[config.mk]
export PLATFORM = sky130hd
export DESIGN_NAME = dmem_ctrl
export DESIGN_NICKNAME = d
export VERILOG_FILES = /design/src/rtl/dmem_ctrl_pkg.sv /design/src/rtl/dmem_lane.sv /design/src/rtl/dmem_ctrl.sv
export SDC_FILE = /design/constraint.sdc
export NUM_CORES = 1
export LEC_CHECK = 0
export CAP_MARGIN = 10
export CORE_UTILIZATION = 35
export DETAILED_ROUTE_END_ITERATION = 12
export GPL_ROUTABILITY_DRIVEN = 0
export SYNTH_ARGS = -nofsm -noshare
export SYNTH_HDL_FRONTEND = slang
export SYNTH_SLANG_ARGS = --single-unit
[constraint.sdc]
create_clock -name clk -period 3.2 [get_ports clk]
set_input_delay 0.64 -clock clk [delete_from_list [all_inputs] [get_ports clk]]
set_output_delay 0.64 -clock clk [all_outputs]
set_load 0.01 [all_outputs]
[src/rtl/dmem_ctrl_pkg.sv]
// Shared types and lane helpers for the data-memory access controller.
package dmem_ctrl_pkg;

   localparam int unsigned ADDR_W = 32;
   localparam int unsigned DATA_W = 32;
   localparam int unsigned BYTE_W = 8;
   localparam int unsigned HALF_W = 16;
   localparam int unsigned OFF_W  = 2;
   localparam int unsigned LSB_W  = 5;

   typedef enum logic [1:0] {
      SZ_BYTE = 2'd0,
      SZ_HALF = 2'd1,
      SZ_WORD = 2'd2,
      SZ_RSVD = 2'd3
   } size_e;

   typedef enum logic [2:0] {
      IDLE,
      READ,
      WRITE,
      RMW_RD,
      RMW_WR,
      RESP,
      DUMP,
      HALTED
   } state_e;

   // Big-endian lanes: byte offset 0 sits at bits [31:24], offset 3 at [7:0].
   function automatic logic [LSB_W-1:0] byte_lsb(input logic [OFF_W-1:0] off);
      return {~off, 3'b000};
   endfunction

   function automatic logic [LSB_W-1:0] half_lsb(input logic off_hi);
      return {~off_hi, 4'b0000};
   endfunction

   function automatic logic req_bad(input size_e sz, input logic [OFF_W-1:0] off);
      logic bad;
      case (sz)
         SZ_HALF: bad = off[0];
         SZ_WORD: bad = (off != 2'b00);
         SZ_RSVD: bad = 1'b1;
         default: bad = 1'b0;
      endcase
      return bad;
   endfunction

endpackage

[src/rtl/dmem_lane.sv]
// Lane extract/extend for loads and lane merge for sub-word stores.
module dmem_lane
   import dmem_ctrl_pkg::*;
(
   input  logic [1:0]  offset,
   input  logic [1:0]  size,
   input  logic        sign_ext,
   input  logic [31:0] word,
   input  logic [31:0] wdata,
   output logic [31:0] load_data,
   output logic [31:0] merged
);

   logic [LSB_W-1:0]  b_lsb;
   logic [LSB_W-1:0]  h_lsb;
   logic [BYTE_W-1:0] byte_v;
   logic [HALF_W-1:0] half_v;

   always_comb begin
      b_lsb     = byte_lsb(offset);
      h_lsb     = half_lsb(offset[1]);
      byte_v    = word[b_lsb +: BYTE_W];
      half_v    = word[h_lsb +: HALF_W];
      load_data = word;
      merged    = word;
      case (size_e'(size))
         SZ_BYTE: begin
            load_data = {{(DATA_W-BYTE_W){sign_ext & byte_v[BYTE_W-1]}}, byte_v};
            merged[b_lsb +: BYTE_W] = wdata[BYTE_W-1:0];
         end
         SZ_HALF: begin
            load_data = {{(DATA_W-HALF_W){sign_ext & half_v[HALF_W-1]}}, half_v};
            merged[h_lsb +: HALF_W] = wdata[HALF_W-1:0];
         end
         default: merged = wdata;
      endcase
   end

endmodule

[src/rtl/dmem_ctrl.sv]
// Data-memory initiator: CPU load/store handshake, sub-word read-modify-write,
// load extension and end-of-run dump sequencing.
module dmem_ctrl
   import dmem_ctrl_pkg::*;
(
   input  logic        clk,
   input  logic        rst,
   input  logic        req_valid,
   output logic        req_ready,
   input  logic        req_wr,
   input  logic [1:0]  req_size,
   input  logic        req_signed,
   input  logic [31:0] req_addr,
   input  logic [31:0] req_wdata,
   output logic        resp_valid,
   input  logic        resp_ready,
   output logic [31:0] resp_rdata,
   output logic        resp_err,
   input  logic        halt_req,
   output logic        halt_done,
   output logic        mem_enable,
   output logic        mem_wr,
   output logic [31:0] mem_addr,
   output logic [31:0] mem_wdata,
   input  logic [31:0] mem_rdata,
   output logic        mem_createdump
);

   state_e            state;
   logic [OFF_W-1:0]  cap_off;
   logic [1:0]        cap_size;
   logic              cap_signed;
   logic [DATA_W-1:0] cap_wdata;
   logic [DATA_W-1:0] load_data;
   logic [DATA_W-1:0] merged;

   assign req_ready = (state == IDLE) & ~halt_req & ~rst;

   dmem_lane u_lane (
      .offset    (cap_off),
      .size      (cap_size),
      .sign_ext  (cap_signed),
      .word      (mem_rdata),
      .wdata     (cap_wdata),
      .load_data (load_data),
      .merged    (merged)
   );

   // Single registered FSM; every memory strobe is a flop so it is glitch-free.
   always_ff @(posedge clk) begin
      if (rst) begin
         state          <= IDLE;
         cap_off        <= '0;
         cap_size       <= '0;
         cap_signed     <= 1'b0;
         cap_wdata      <= '0;
         resp_valid     <= 1'b0;
         resp_rdata     <= '0;
         resp_err       <= 1'b0;
         halt_done      <= 1'b0;
         mem_enable     <= 1'b0;
         mem_wr         <= 1'b0;
         mem_addr       <= '0;
         mem_wdata      <= '0;
         mem_createdump <= 1'b0;
      end else begin
         case (state)
            IDLE: begin
               if (halt_req) begin
                  mem_createdump <= 1'b1;
                  state          <= DUMP;
               end else if (req_valid) begin
                  cap_off    <= req_addr[OFF_W-1:0];
                  cap_size   <= req_size;
                  cap_signed <= req_signed;
                  cap_wdata  <= req_wdata;
                  resp_rdata <= '0;
                  resp_err   <= 1'b0;
                  if (req_bad(size_e'(req_size), req_addr[OFF_W-1:0])) begin
                     resp_err   <= 1'b1;
                     resp_valid <= 1'b1;
                     state      <= RESP;
                  end else begin
                     mem_enable <= 1'b1;
                     mem_addr   <= {2'b00, req_addr[ADDR_W-1:OFF_W]};
                     if (!req_wr) begin
                        mem_wr <= 1'b0;
                        state  <= READ;
                     end else if (size_e'(req_size) == SZ_WORD) begin
                        mem_wr    <= 1'b1;
                        mem_wdata <= req_wdata;
                        state     <= WRITE;
                     end else begin
                        mem_wr <= 1'b0;
                        state  <= RMW_RD;
                     end
                  end
               end
            end
            READ: begin
               resp_rdata <= load_data;
               resp_valid <= 1'b1;
               mem_enable <= 1'b0;
               state      <= RESP;
            end
            RMW_RD: begin
               mem_wr    <= 1'b1;
               mem_wdata <= merged;
               state     <= RMW_WR;
            end
            WRITE, RMW_WR: begin
               mem_enable <= 1'b0;
               mem_wr     <= 1'b0;
               resp_valid <= 1'b1;
               state      <= RESP;
            end
            RESP: begin
               if (resp_ready) begin
                  resp_valid <= 1'b0;
                  state      <= IDLE;
               end
            end
            DUMP: begin
               mem_createdump <= 1'b0;
               halt_done      <= 1'b1;
               state          <= HALTED;
            end
            HALTED: state <= HALTED;
            default: state <= IDLE;
         endcase
      end
   end

endmodule

==> impl_metrics.yaml <==
setup_path:
  critPathLaunch: "state[0]"
  end_kind: "output port"
  rrSetupSlack_ps: 840
  required_ps: 2560
  r2r_start: "cap_size[1]"
  cp_max_fo: 7
  worstSetupPathType: "reg -> out"
  reg2reg_depth: 5
  cp_data_arrival_time_ps: 2080
  r2r-end: "resp_rdata[20]"
  startpoint_type: "register"
timing:
  slew_violations: 0
  skew_ps: 11.81
  setup_tns_ps: 0
  worst_pin_slew_ps: 1160
  relSlewSlack_pct: 22.12
  fmax_ghz: 0.3674
  rsz0062_at_grt: "false"
  period_share_pct: 85.06
  layout_min_cycle_time_ps: 2722
  hold_violations: 0
  setup_violations: 0
synthesis:
  avgSynthCellArea_um2: 8.890
  async_flop_share_pct: 0
  syn_inst: 770
  syn-cell-area_um2: 6845
  yosysTopAreaCell: "dfxtp_1"
  yosys_warnings: 0
  synth_top_area_share_pct: 40.94
  yosysUniqueCellTypes: 59
  ys_seq_area_share_pct: 40.94
  yosys_register_bits: 140
  synth_area_leaders: "dfxtp_1, a32o_1, mux2i_1"
  synth_edf_count: 0
  yosysMostFrequentCell: "dfxtp_1"
  synth-main-ff-cell: "dfxtp_1"
  ys_top_cells_by_count: "dfxtp_1, nand2_1, a21oi_1"
cts:
  path_clk_slew_ps: 60
  post_cts_resized: 0
  cts_buffer_depth: 2
  cts_hold_buffers: 0
  h-tree-depth: 4
  clockRootBuffer: "clkbuf_16"
  clock-sinks: 140
  cts_setup_buffers: 0
  clock_latency_ps: 420
  cts_tree: "done"
  numCtsBuffers: 17
global_routing:
  grt_use_total_pct: 23.25
  grt_pass1_vias: 6551
  grt_pass1_wl_um: 35730
  grt_start_max_net_pins: 55
  antenna_found_initial: 0
  overflow: 0
final_layout:
  drive_gt1_share_pct: 7.708
  utilization_pct: 50.61
  diodes: 0
  n_fill_cell: 1838
  fin_nets: 1059
  syn2layout_area_growth_pct: 40.16
die:
  coreArea_um2: 18960
  ioPinCount: 208
  rows: 50
  die_h_um: 141.9
  chipWidth_um: 141.9
  dieArea_um2: 20120
  initial_utilization_pct: 36.11
power_and_ir_drop:
  netSwitchingFraction_pct: 28.54
  power.switching_mw: 1.310
  seq_power_share_pct: 41.7
  power.density_nw_per_um2: 478.4
  combPwrFrac_pct: 20.1
  ir_drop_uv: 385.5
  power.share.clock_pct: 38.2
  p_int_mw: 3.280
  leakage_nw: 3.574
place:
  place_hpwl_um: 16590
  numPortBuffers: 205
routing:
  via_per_inst: 5.416
  routed_wl_um: 23070
  drt-initial-drc-count: 444
  routedWlPerCell_um: 18.91
  drc: 0
  first_pass_iters: 5
  ant_nets: 0
  vias: 6608
hold_path:
  hp-start: "resp_rdata[6]"
  hold_depth: 2
  worstHoldPathType: "reg -> reg"
  holdPathEnd: "resp_rdata[6]"
status:
  status: "finished, final reports clean"
flow_run:
  maxCapViolations: 0
-- power by group through the flow --
stage / Sequential [mW] / Combinational [mW] / Clock [mW]
global placement: 1.95 / 0.916 / 0
CTS: 1.91 / 0.922 / 1.79
detailed placement: 1.95 / 0.918 / 0
global route: 1.93 / 0.999 / 1.87
finish: 1.92 / 0.922 / 1.75
floorplan: 1.95 / 0.494 / 0
-- cell families after synthesis --
group | Yosys count | share of synthesized area [%]
AO/OA/AOI/OAI | 222 | 24.53
XOR/XNOR | 1 | 0.1280
adder cells (fa/ha/maj) | 5 | 0.9139
buffers and inverters | 75 | 5.227
flip-flops | 140 | 40.94
multiplexers | 49 | 7.476
other | 1 | 0.05478
AND/OR/NAND/NOR | 277 | 20.73
-- worst max path at each step --
stage | end | slack, ps | cells after the start
after global routing | req_ready | 360 | 3
after detailed placement | resp_rdata[20] | 430 | 5
after global placement | resp_rdata[19] | 500 | 5
after floorplan | mem_wdata[0] | 700 | 10
after CTS | req_ready | 470 | 3
final | req_ready | 480 | 3
-- sequential cells by signal (all words and copies together) (netlist names) --
signal,flops
cap_off,2
cap_signed,1
cap_size,2
cap_wdata,32
halt_done,1
mem_addr,30
mem_createdump,1
mem_enable,1
mem_wdata,32
mem_wr,1
resp_err,1
resp_rdata,32
resp_valid,1
state,3
-- cell type report --
type	count	area [µm²]	area share [%]
Multi-Input combinational cell	556	3700	38.56
Sequential cell	140	2804	29.23
Timing Repair Buffer	228	2232	23.27
Clock buffer	22	464.2	4.838
Tap cell	260	325.3	3.391
Clock inverter	8	46.29	0.4825
Inverter	6	22.52	0.2347
-- routing by layer --
layer | up-vias | wire (µm) | track usage (%)
li1 | 3187 | - | -
met1 | 3147 | 10060 | 28.75
met2 | 243 | 10730 | 38.29
met3 | 31 | 1743 | 6.649
met4 | 0 | 539 | 8.546
met5 | - | 0 | 0
-- metrics by stage --
step / setup slack (ps) / hold slack, ps / power [mW] / instances / instance area (µm²)
floorplan: 702.3 / 436.4 / 2.440 / 771 / 6849
global placement: 499.1 / 435.0 / 2.865 / 1190 / 9084
detailed placement: 426.8 / 445.5 / 2.869 / 1190 / 9084
CTS: 467.4 / 454.8 / 4.628 / 1220 / 9594
global route: 359.0 / 480.1 / 4.790 / 1220 / 9594
finish: 478.0 / 455.2 / 4.590 / 1220 / 9594
-- worst max-delay path, cell delays in order, from the launching register on --
cell	delay, ps
dfxtp_1	390
or3_1	510
nor3_1	200
clkdlybuf4s50_1	570
-- placed cells by master (no fill, tap or decap), types with 17 or more instances in the layout --
| cell type | count |
|---|---|
| clkdlybuf4s50_1 | 204 |
| dfxtp_1 | 139 |
| nand2_1 | 106 |
| a21oi_1 | 62 |
| nand2b_1 | 54 |
| nor2_1 | 50 |
| a32o_1 | 49 |
| mux2i_1 | 41 |
| buf_4 | 22 |
| clkbuf_16 | 17 |
No activity file was read; power rests on OpenSTA's default activity.
